File: src/rtl/uart_rx.sv
// Oversampling UART receiver: 1 start, DATA_WIDTH data bits LSB first,
// optional parity, 1 stop; 3-sample majority vote around mid-bit.
//
// Ports:
//   CLK        oversampling clock, rising edge
//   rst        asynchronous active-high reset
//   RX_IN      serial line (idle high, already synchronised)
//   Prescale   clocks per bit (8, 16 or 32), latched at frame start
//   PAR_EN     frame carries a parity bit, latched at frame start
//   PAR_TYP    0 = even, 1 = odd parity, latched at frame start
//   P_DATA     last good byte, held between frames
//   data_valid one-cycle pulse when P_DATA is updated
//   par_err    one-cycle pulse on parity mismatch
//   stp_err    one-cycle pulse on stop-bit error
module uart_rx #(
  parameter int DATA_WIDTH = 8,
  parameter int PRESCALE_W = 6
) (
  input  logic                  CLK,
  input  logic                  rst,
  input  logic                  RX_IN,
  input  logic [PRESCALE_W-1:0] Prescale,
  input  logic                  PAR_EN,
  input  logic                  PAR_TYP,
  output logic [DATA_WIDTH-1:0] P_DATA,
  output logic                  data_valid,
  output logic                  par_err,
  output logic                  stp_err
);

  localparam int BIT_W =
    (DATA_WIDTH > 1) ? $clog2(DATA_WIDTH) : 1;
  localparam logic [BIT_W-1:0] LAST_BIT =
    BIT_W'(DATA_WIDTH - 1);
  localparam logic [PRESCALE_W-1:0] ONE =
    PRESCALE_W'(1);

  typedef enum logic [2:0] {
    IDLE,
    START,
    DATA,
    PARITY,
    STOP
  } state_t;

  state_t                  state;
  logic [PRESCALE_W-1:0]   edge_cnt;
  logic [BIT_W-1:0]        bit_cnt;
  logic [PRESCALE_W-1:0]   p_lat;
  logic                    par_en_lat;
  logic                    par_typ_lat;
  logic                    s0;
  logic                    s1;
  logic                    s2;
  logic [DATA_WIDTH-1:0]   shadow;
  logic                    par_bad;

  logic [PRESCALE_W-1:0]   half;
  logic                    is_last;
  logic                    at_s0;
  logic                    at_s1;
  logic                    at_s2;
  logic                    sampled;
  logic                    exp_par;

  assign half    = p_lat >> 1;
  assign is_last = (edge_cnt == p_lat - ONE);
  assign at_s0   = (edge_cnt == half - ONE);
  assign at_s1   = (edge_cnt == half);
  assign at_s2   = (edge_cnt == half + ONE);

  // Majority of the three mid-bit samples; settled from edge P/2+2.
  assign sampled = (s0 & s1) | (s0 & s2) | (s1 & s2);

  // Even parity expects XOR of data, odd expects its complement.
  assign exp_par = (^shadow) ^ par_typ_lat;

  always_ff @(posedge CLK or posedge rst) begin
    if (rst) begin
      state       <= IDLE;
      edge_cnt    <= '0;
      bit_cnt     <= '0;
      p_lat       <= '0;
      par_en_lat  <= 1'b0;
      par_typ_lat <= 1'b0;
      s0          <= 1'b1;
      s1          <= 1'b1;
      s2          <= 1'b1;
      shadow      <= '0;
      par_bad     <= 1'b0;
      P_DATA      <= '0;
      data_valid  <= 1'b0;
      par_err     <= 1'b0;
      stp_err     <= 1'b0;
    end else begin
      data_valid <= 1'b0;
      par_err    <= 1'b0;
      stp_err    <= 1'b0;

      if (state != IDLE) begin
        if (at_s0) s0 <= RX_IN;
        if (at_s1) s1 <= RX_IN;
        if (at_s2) s2 <= RX_IN;
        edge_cnt <= is_last ? '0 : edge_cnt + ONE;
      end

      unique case (state)
        IDLE: begin
          // Detection cycle is edge 0 of the start bit.
          if (!RX_IN) begin
            state       <= START;
            edge_cnt    <= ONE;
            bit_cnt     <= '0;
            par_bad     <= 1'b0;
            p_lat       <= Prescale;
            par_en_lat  <= PAR_EN;
            par_typ_lat <= PAR_TYP;
          end
        end

        START: begin
          if (is_last) begin
            bit_cnt <= '0;
            state   <= sampled ? IDLE : DATA;
          end
        end

        DATA: begin
          if (is_last) begin
            shadow  <= {sampled, shadow[DATA_WIDTH-1:1]};
            bit_cnt <= bit_cnt + 1'b1;
            if (bit_cnt == LAST_BIT) begin
              state <= par_en_lat ? PARITY : STOP;
            end
          end
        end

        PARITY: begin
          if (is_last) begin
            if (sampled != exp_par) begin
              par_err <= 1'b1;
              par_bad <= 1'b1;
            end
            state <= STOP;
          end
        end

        STOP: begin
          if (is_last) begin
            if (!sampled) begin
              stp_err <= 1'b1;
            end else if (!par_bad) begin
              P_DATA     <= shadow;
              data_valid <= 1'b1;
            end
            // Line already low: this cycle is edge 0 of the next start.
            if (!RX_IN) begin
              state       <= START;
              edge_cnt    <= ONE;
              bit_cnt     <= '0;
              par_bad     <= 1'b0;
              p_lat       <= Prescale;
              par_en_lat  <= PAR_EN;
              par_typ_lat <= PAR_TYP;
            end else begin
              state <= IDLE;
            end
          end
        end

        default: begin
          state <= IDLE;
        end
      endcase
    end
  end

endmodule

File: config.mk
export PLATFORM = sky130hd
export DESIGN_NAME = uart_rx
export DESIGN_NICKNAME = d
export VERILOG_FILES = /design/src/rtl/uart_rx.sv
export SDC_FILE = /design/constraint.sdc
export NUM_CORES = 1
export LEC_CHECK = 0
export ABC_CLOCK_PERIOD_IN_PS = 2500
export CAP_MARGIN = 20
export CELL_PAD_IN_SITES_DETAIL_PLACEMENT = 1
export CELL_PAD_IN_SITES_GLOBAL_PLACEMENT = 1
export CORE_UTILIZATION = 41
export CTS_CLUSTER_SIZE = 14
export DETAILED_ROUTE_END_ITERATION = 16
export PLACE_DENSITY = 0.82
export SETUP_SLACK_MARGIN = 0.3
export SYNTH_ARGS = -nofsm -noshare
export SYNTH_HDL_FRONTEND = slang
export SYNTH_SLANG_ARGS = --single-unit
File: constraint.sdc
create_clock -name CLK -period 2.5 [get_ports CLK]
set_input_delay 0.75 -clock CLK [delete_from_list [all_inputs] [get_ports CLK]]
set_output_delay 0.75 -clock CLK [all_outputs]
set_load 0.01 [all_outputs]
==> After elaboration in Yosys (flattened, before gate mapping) <==
Index checks and enable logic that the tools add are counted.
{ "op_classes": {"n_mux": 44, "n_eq_ne": 17, "n_reduce_logical": 15, "bitwise_logic": 7, "n_addsub": 5} }
{ "op_table": {"columns": ["op", "count"], "rows": [
  ["$mux W6", 6],
  ["$mux W3", 11],
  ["$pmux W6 S2", 2],
  ["$mux W1", 19],
  ["$eq A6 B6 Y1", 3],
  ["$pmux W3 S5", 1],
  ["$ne A2 B2 Y1 const B", 7],
  ["$pmux W3 S4", 1],
  ["$reduce_and A4 Y1", 3],
  ["$reduce_and A2 Y1", 5],
  ["$reduce_xor A8 Y1", 1],
  ["$add A5 B1 Y6 const B", 1],
  ["$add A6 B1 Y6 const B", 1],
  ["$eq A3 B2 Y1 const B", 2],
  ["$eq A3 B3 Y1 const B", 2],
  ["$eq A6 B5 Y1", 1],
  ["$reduce_and A6 Y1", 1],
  ["$reduce_bool A3 Y1", 2],
  ["$sub A5 B1 Y6 const B", 1],
  ["$sub A6 B1 Y6 const B", 1],
  ["$pmux W1 S2", 2],
  ["$reduce_bool A4 Y1", 1],
  ["$add A3 B1 Y3 const B", 1],
  ["$and A1 B1 Y1", 3],
  ["other kinds (9)", 10]
]} }
{ "totals": {"register_bits": 43} }

==> Depth between registers and ports, before layout <==
{ "depth": {"word_depth": 7, "ltp_mapped": 10, "mapped_depth_nobuf": 8} }

==> Worst setup path before layout <==
OpenSTA, ideal clock, no wires.
{ "synth_timing": {"path_kind": "register -> register", "start": "register p_lat[2]", "end": "register P_DATA[0]", "path_stages_with_launch": 10, "slack_ns": -0.002, "arrival_time_ns": 2.377, "required_time_ns": 2.375, "setup_time_ns": 0.125, "period_less_slack_ns": 2.502, "cell_sequence": "dfrtp_1 clkbuf_2 inv_1 ha_1 nor3b_2 nand2_1 xnor2_1 o2111ai_4 nor4_4 mux2_2"} }
{ "synth_via": {"elab_chain_cells": 3} }
{ "synth_rtl": {"columns": ["element", "line", "rtl"], "rows": [
  ["start: declaration", "49", "logic [PRESCALE_W-1:0] p_lat;"],
  ["start signal: assignment", "115", "p_lat <= Prescale;"],
  ["start signal: assignment", "162", "p_lat <= Prescale;"],
  ["$sub A6 B1 Y6", "67", "assign is_last = (edge_cnt == p_lat - ONE);"],
  ["$eq A6 B6 Y1", "67", null],
  ["$reduce_and A4 Y1 (no source line)", null, null],
  ["end signal: assignment", "153", "P_DATA <= shadow;"],
  ["end: declaration", "25", "output logic [DATA_WIDTH-1:0] P_DATA,"]
]} }
Every way passes these cells.
A chain may end at the register's enable or synchronous reset.

==> Final worst setup path <==
{ "layout_timing": {"start": "register p_lat[1]", "end": "register P_DATA[1]"} }
The elaborated chain is that of the path after synthesis.

==> flow_summary.toml <==
[layout]
fillers = 608
syn2layout_area_growth_pct = 27.1
fin_cells = 344
layout-drive-gt1-share_pct = 31.6
diodes = 0
mostFrequentLayoutCell = "dfrtp_1"
layout_common_cells = "dfrtp_1 (39), clkdlybuf4s50_1 (21), xnor2_1 (20), buf_4 (19), mux2_2 (18)"
final_nets = 289

[yosys]
avgSynthCellArea_sq_um = 10.6
yosysWarnings = 0
synth_seq_cells = 43
ys_async_sr_fraction_pct = 100
syn-cell-area_sq_mm = 0.00248
syn_inst = 233
synth_nets = 251
synthDistinctLibCells = 49
synth_edf_count = 0
synthFlopType = "dfrtp_1"
ys_seq_area_share_pct = 43.5

[floorplan]
core-area_sq_mm = 0.00568
die_area_sq_mm = 0.00636
die_w_microns = 79.8
chipHeight_microns = 79.8
fp-row-count = 27
initial_utilization_pct = 43.7
ios = 22

[global_routing]
grt_pass1_wl_microns = 10700
grt_pass1_vias = 2086
grt_overflow_total = 0
grt_usage_pct = 22.2
grt_max_degree = 21
grt_antenna_before_repair = 0

[detailed_routing]
drt-total-wl_microns = 6580
drtIter0Drc = 80
wire_per_inst_microns = 19.1
vias = 1905
drt.antenna.violating_nets = 0
drc = 0
avgViaCountPerCell = 5.54
first_pass_iters = 4

[run_status]
status = "finished, final reports clean"

[power_and_ir_drop]
internal_power_uw = 2100
p_leak_uw = 0.00135
p_clk_share_pct = 16.2
p_per_area_mw_per_mm2 = 1150
combPwrFrac_pct = 53.3
seqPwrFrac_pct = 30.5
switching_share_pct = 42.3
ir_worst_vdd_mv = 0.603
p_switching_uw = 1540

[timing]
setup_viol = 0
setup_tns_ns = 0
drv_slew = 0
worst_clock_skew_ns = 0.00762
finalCriticalPeriod_ns = 2.24
tightest_slew_ns = 0.752
hold_viol_final = 0
fmaxAchievable_mhz = 447
fin_ws_ns = 0.261
max_slew_margin_pct = 49.6
period_share_pct = 89.5
rsz0062_at_grt = "true"

[worst_setup_path]
path_max_fanout = 5
critPathLaunchType = "flip-flop"
r2r_slack_ns = 0.26
end_kind = "flip-flop"
worstPathArrival_ns = 2.43
cp_data_required_time_ns = 2.69
crit_type = "flip-flop to flip-flop"

[placed_design]
dp_hpwl_microns = 4490
dp_slack_ns = 0.206
gp_congestion = 0.810
port-buffer-count = 21
place_inst = 328

[clock_tree]
clock_sinks = 43
htree_levels = 2
path_clk_slew_ns = 0.09
ctsHoldBuffers = 0
cts_buffers = 5
cts_tree = "yes"
clockRootBuffer = "clkbuf_8"
clock_latency_ns = 0.30
cts_buffer_depth = 2

[run]
cap_violations = 0

[min_path]
hold_class = "flip-flop to flip-flop"
==> path summary, 6_finish.rpt <==
path / startpoint / endpoint / cells after the start
max: p_lat[1] / P_DATA[1] / 9
min: bit_cnt[1] / bit_cnt[1] / 1
max reg2reg: p_lat[1] / P_DATA[1] / 9
min reg2reg: bit_cnt[1] / bit_cnt[1] / 1
max in group asynchronous: rst / state[0] / 3
min in group asynchronous: rst / shadow[2] / 2
==> flip-flops by register name, indices dropped and copies added, names as in the netlist, 3 cells and up <==
register / count
bit_cnt: 3
state: 3
p_lat: 6
shadow: 8
P_DATA: 8
edge_cnt: 6
==> metal layers <==
layer  vias up  routed length (microns)  share of wire (%)  track usage (%)
met5         -                        0                  0                0
met4         0                      142                2.2             5.54
met3        16                      186                2.8             5.03
met2        35                     3450                 52             38.8
met1       948                     2800                 43             27.5
li1        906                        -                  -                -
==> critical path: stages, from the launching register on <==
cell       delay [ns]
dfrtp_1          0.40
inv_2            0.10
ha_4             0.16
nor3b_4          0.21
nand2_2          0.10
xnor2_2          0.23
o2111ai_4        0.20
nor4_4           0.23
buf_4            0.20
mux2_4           0.30
==> final cells by class <==
class / count / area (sq um) / area share [%]
Clock buffer: 6 / 82.6 / 2.62
Multi-Input combinational cell: 166 / 1420 / 45.0
Sequential cell: 43 / 1080 / 34.3
Clock inverter: 2 / 38.8 / 1.23
Timing Repair Buffer: 44 / 398 / 12.6
Tap cell: 72 / 90.1 / 2.86
Inverter: 11 / 43.8 / 1.39
==> logic make-up after synthesis <==
kind of cell    count (synthesis)  share of synthesized area, %
compound gates                 43                          12.1
xor+xnor                       27                          9.54
flops                          43                          43.5
simple gates                   60                          14.3
buf+inv                        24                          3.94
mux                            28                          12.7
fa+ha+maj                       8                          3.94
==> power groups by stage <==
stage	logic, uW	registers [uW]	clock network, uW
3_5_place_dp	1740	1110	0
6_report	1940	1110	589
4_1_cts	1860	1100	599
2_1_floorplan	1420	1010	0
5_1_grt	2130	1130	618
3_3_place_gp	1660	1100	0
==> synthesized netlist by cell type, drive strengths merged, types with 4 or more instances <==
library cell | count | area (sq um)
clkbuf | 10 | 38.8
o22ai | 5 | 31.3
ha | 7 | 87.6
xnor2 | 21 | 184
a31oi | 6 | 37.5
nor3 | 6 | 46.3
xor2 | 6 | 52.6
o21ai | 10 | 53.8
nand2b | 4 | 25.0
a21oi | 9 | 45.0
nand3 | 8 | 40.0
nand2 | 12 | 45.0
nor2 | 8 | 30.0
mux2 | 28 | 315
dfrtp | 40 | 1000
inv | 11 | 41.3
==> metrics by stage <==
stage               utilization [%]  instance area [sq um]  total power [uW]  hold slack (ns)
floorplan                         -                   2530              2430            0.470
global placement               50.6                   2870              2760            0.490
detailed placement             50.6                   2870              2850            0.496
CTS                            54.5                   3090              3560            0.525
global route                   55.5                   3150              3880            0.548
finish                         55.5                   3150              3640            0.518
==> timing repair <==
action	in CTS	in global routing
setup buffers	4	3
pin swaps	7	4
setup endpoints to repair	28	32
endpoints found under the hold margin	0	0
gates resized for setup	16	10
gates cloned	1	0
Power figures use the tool's default switching activity.
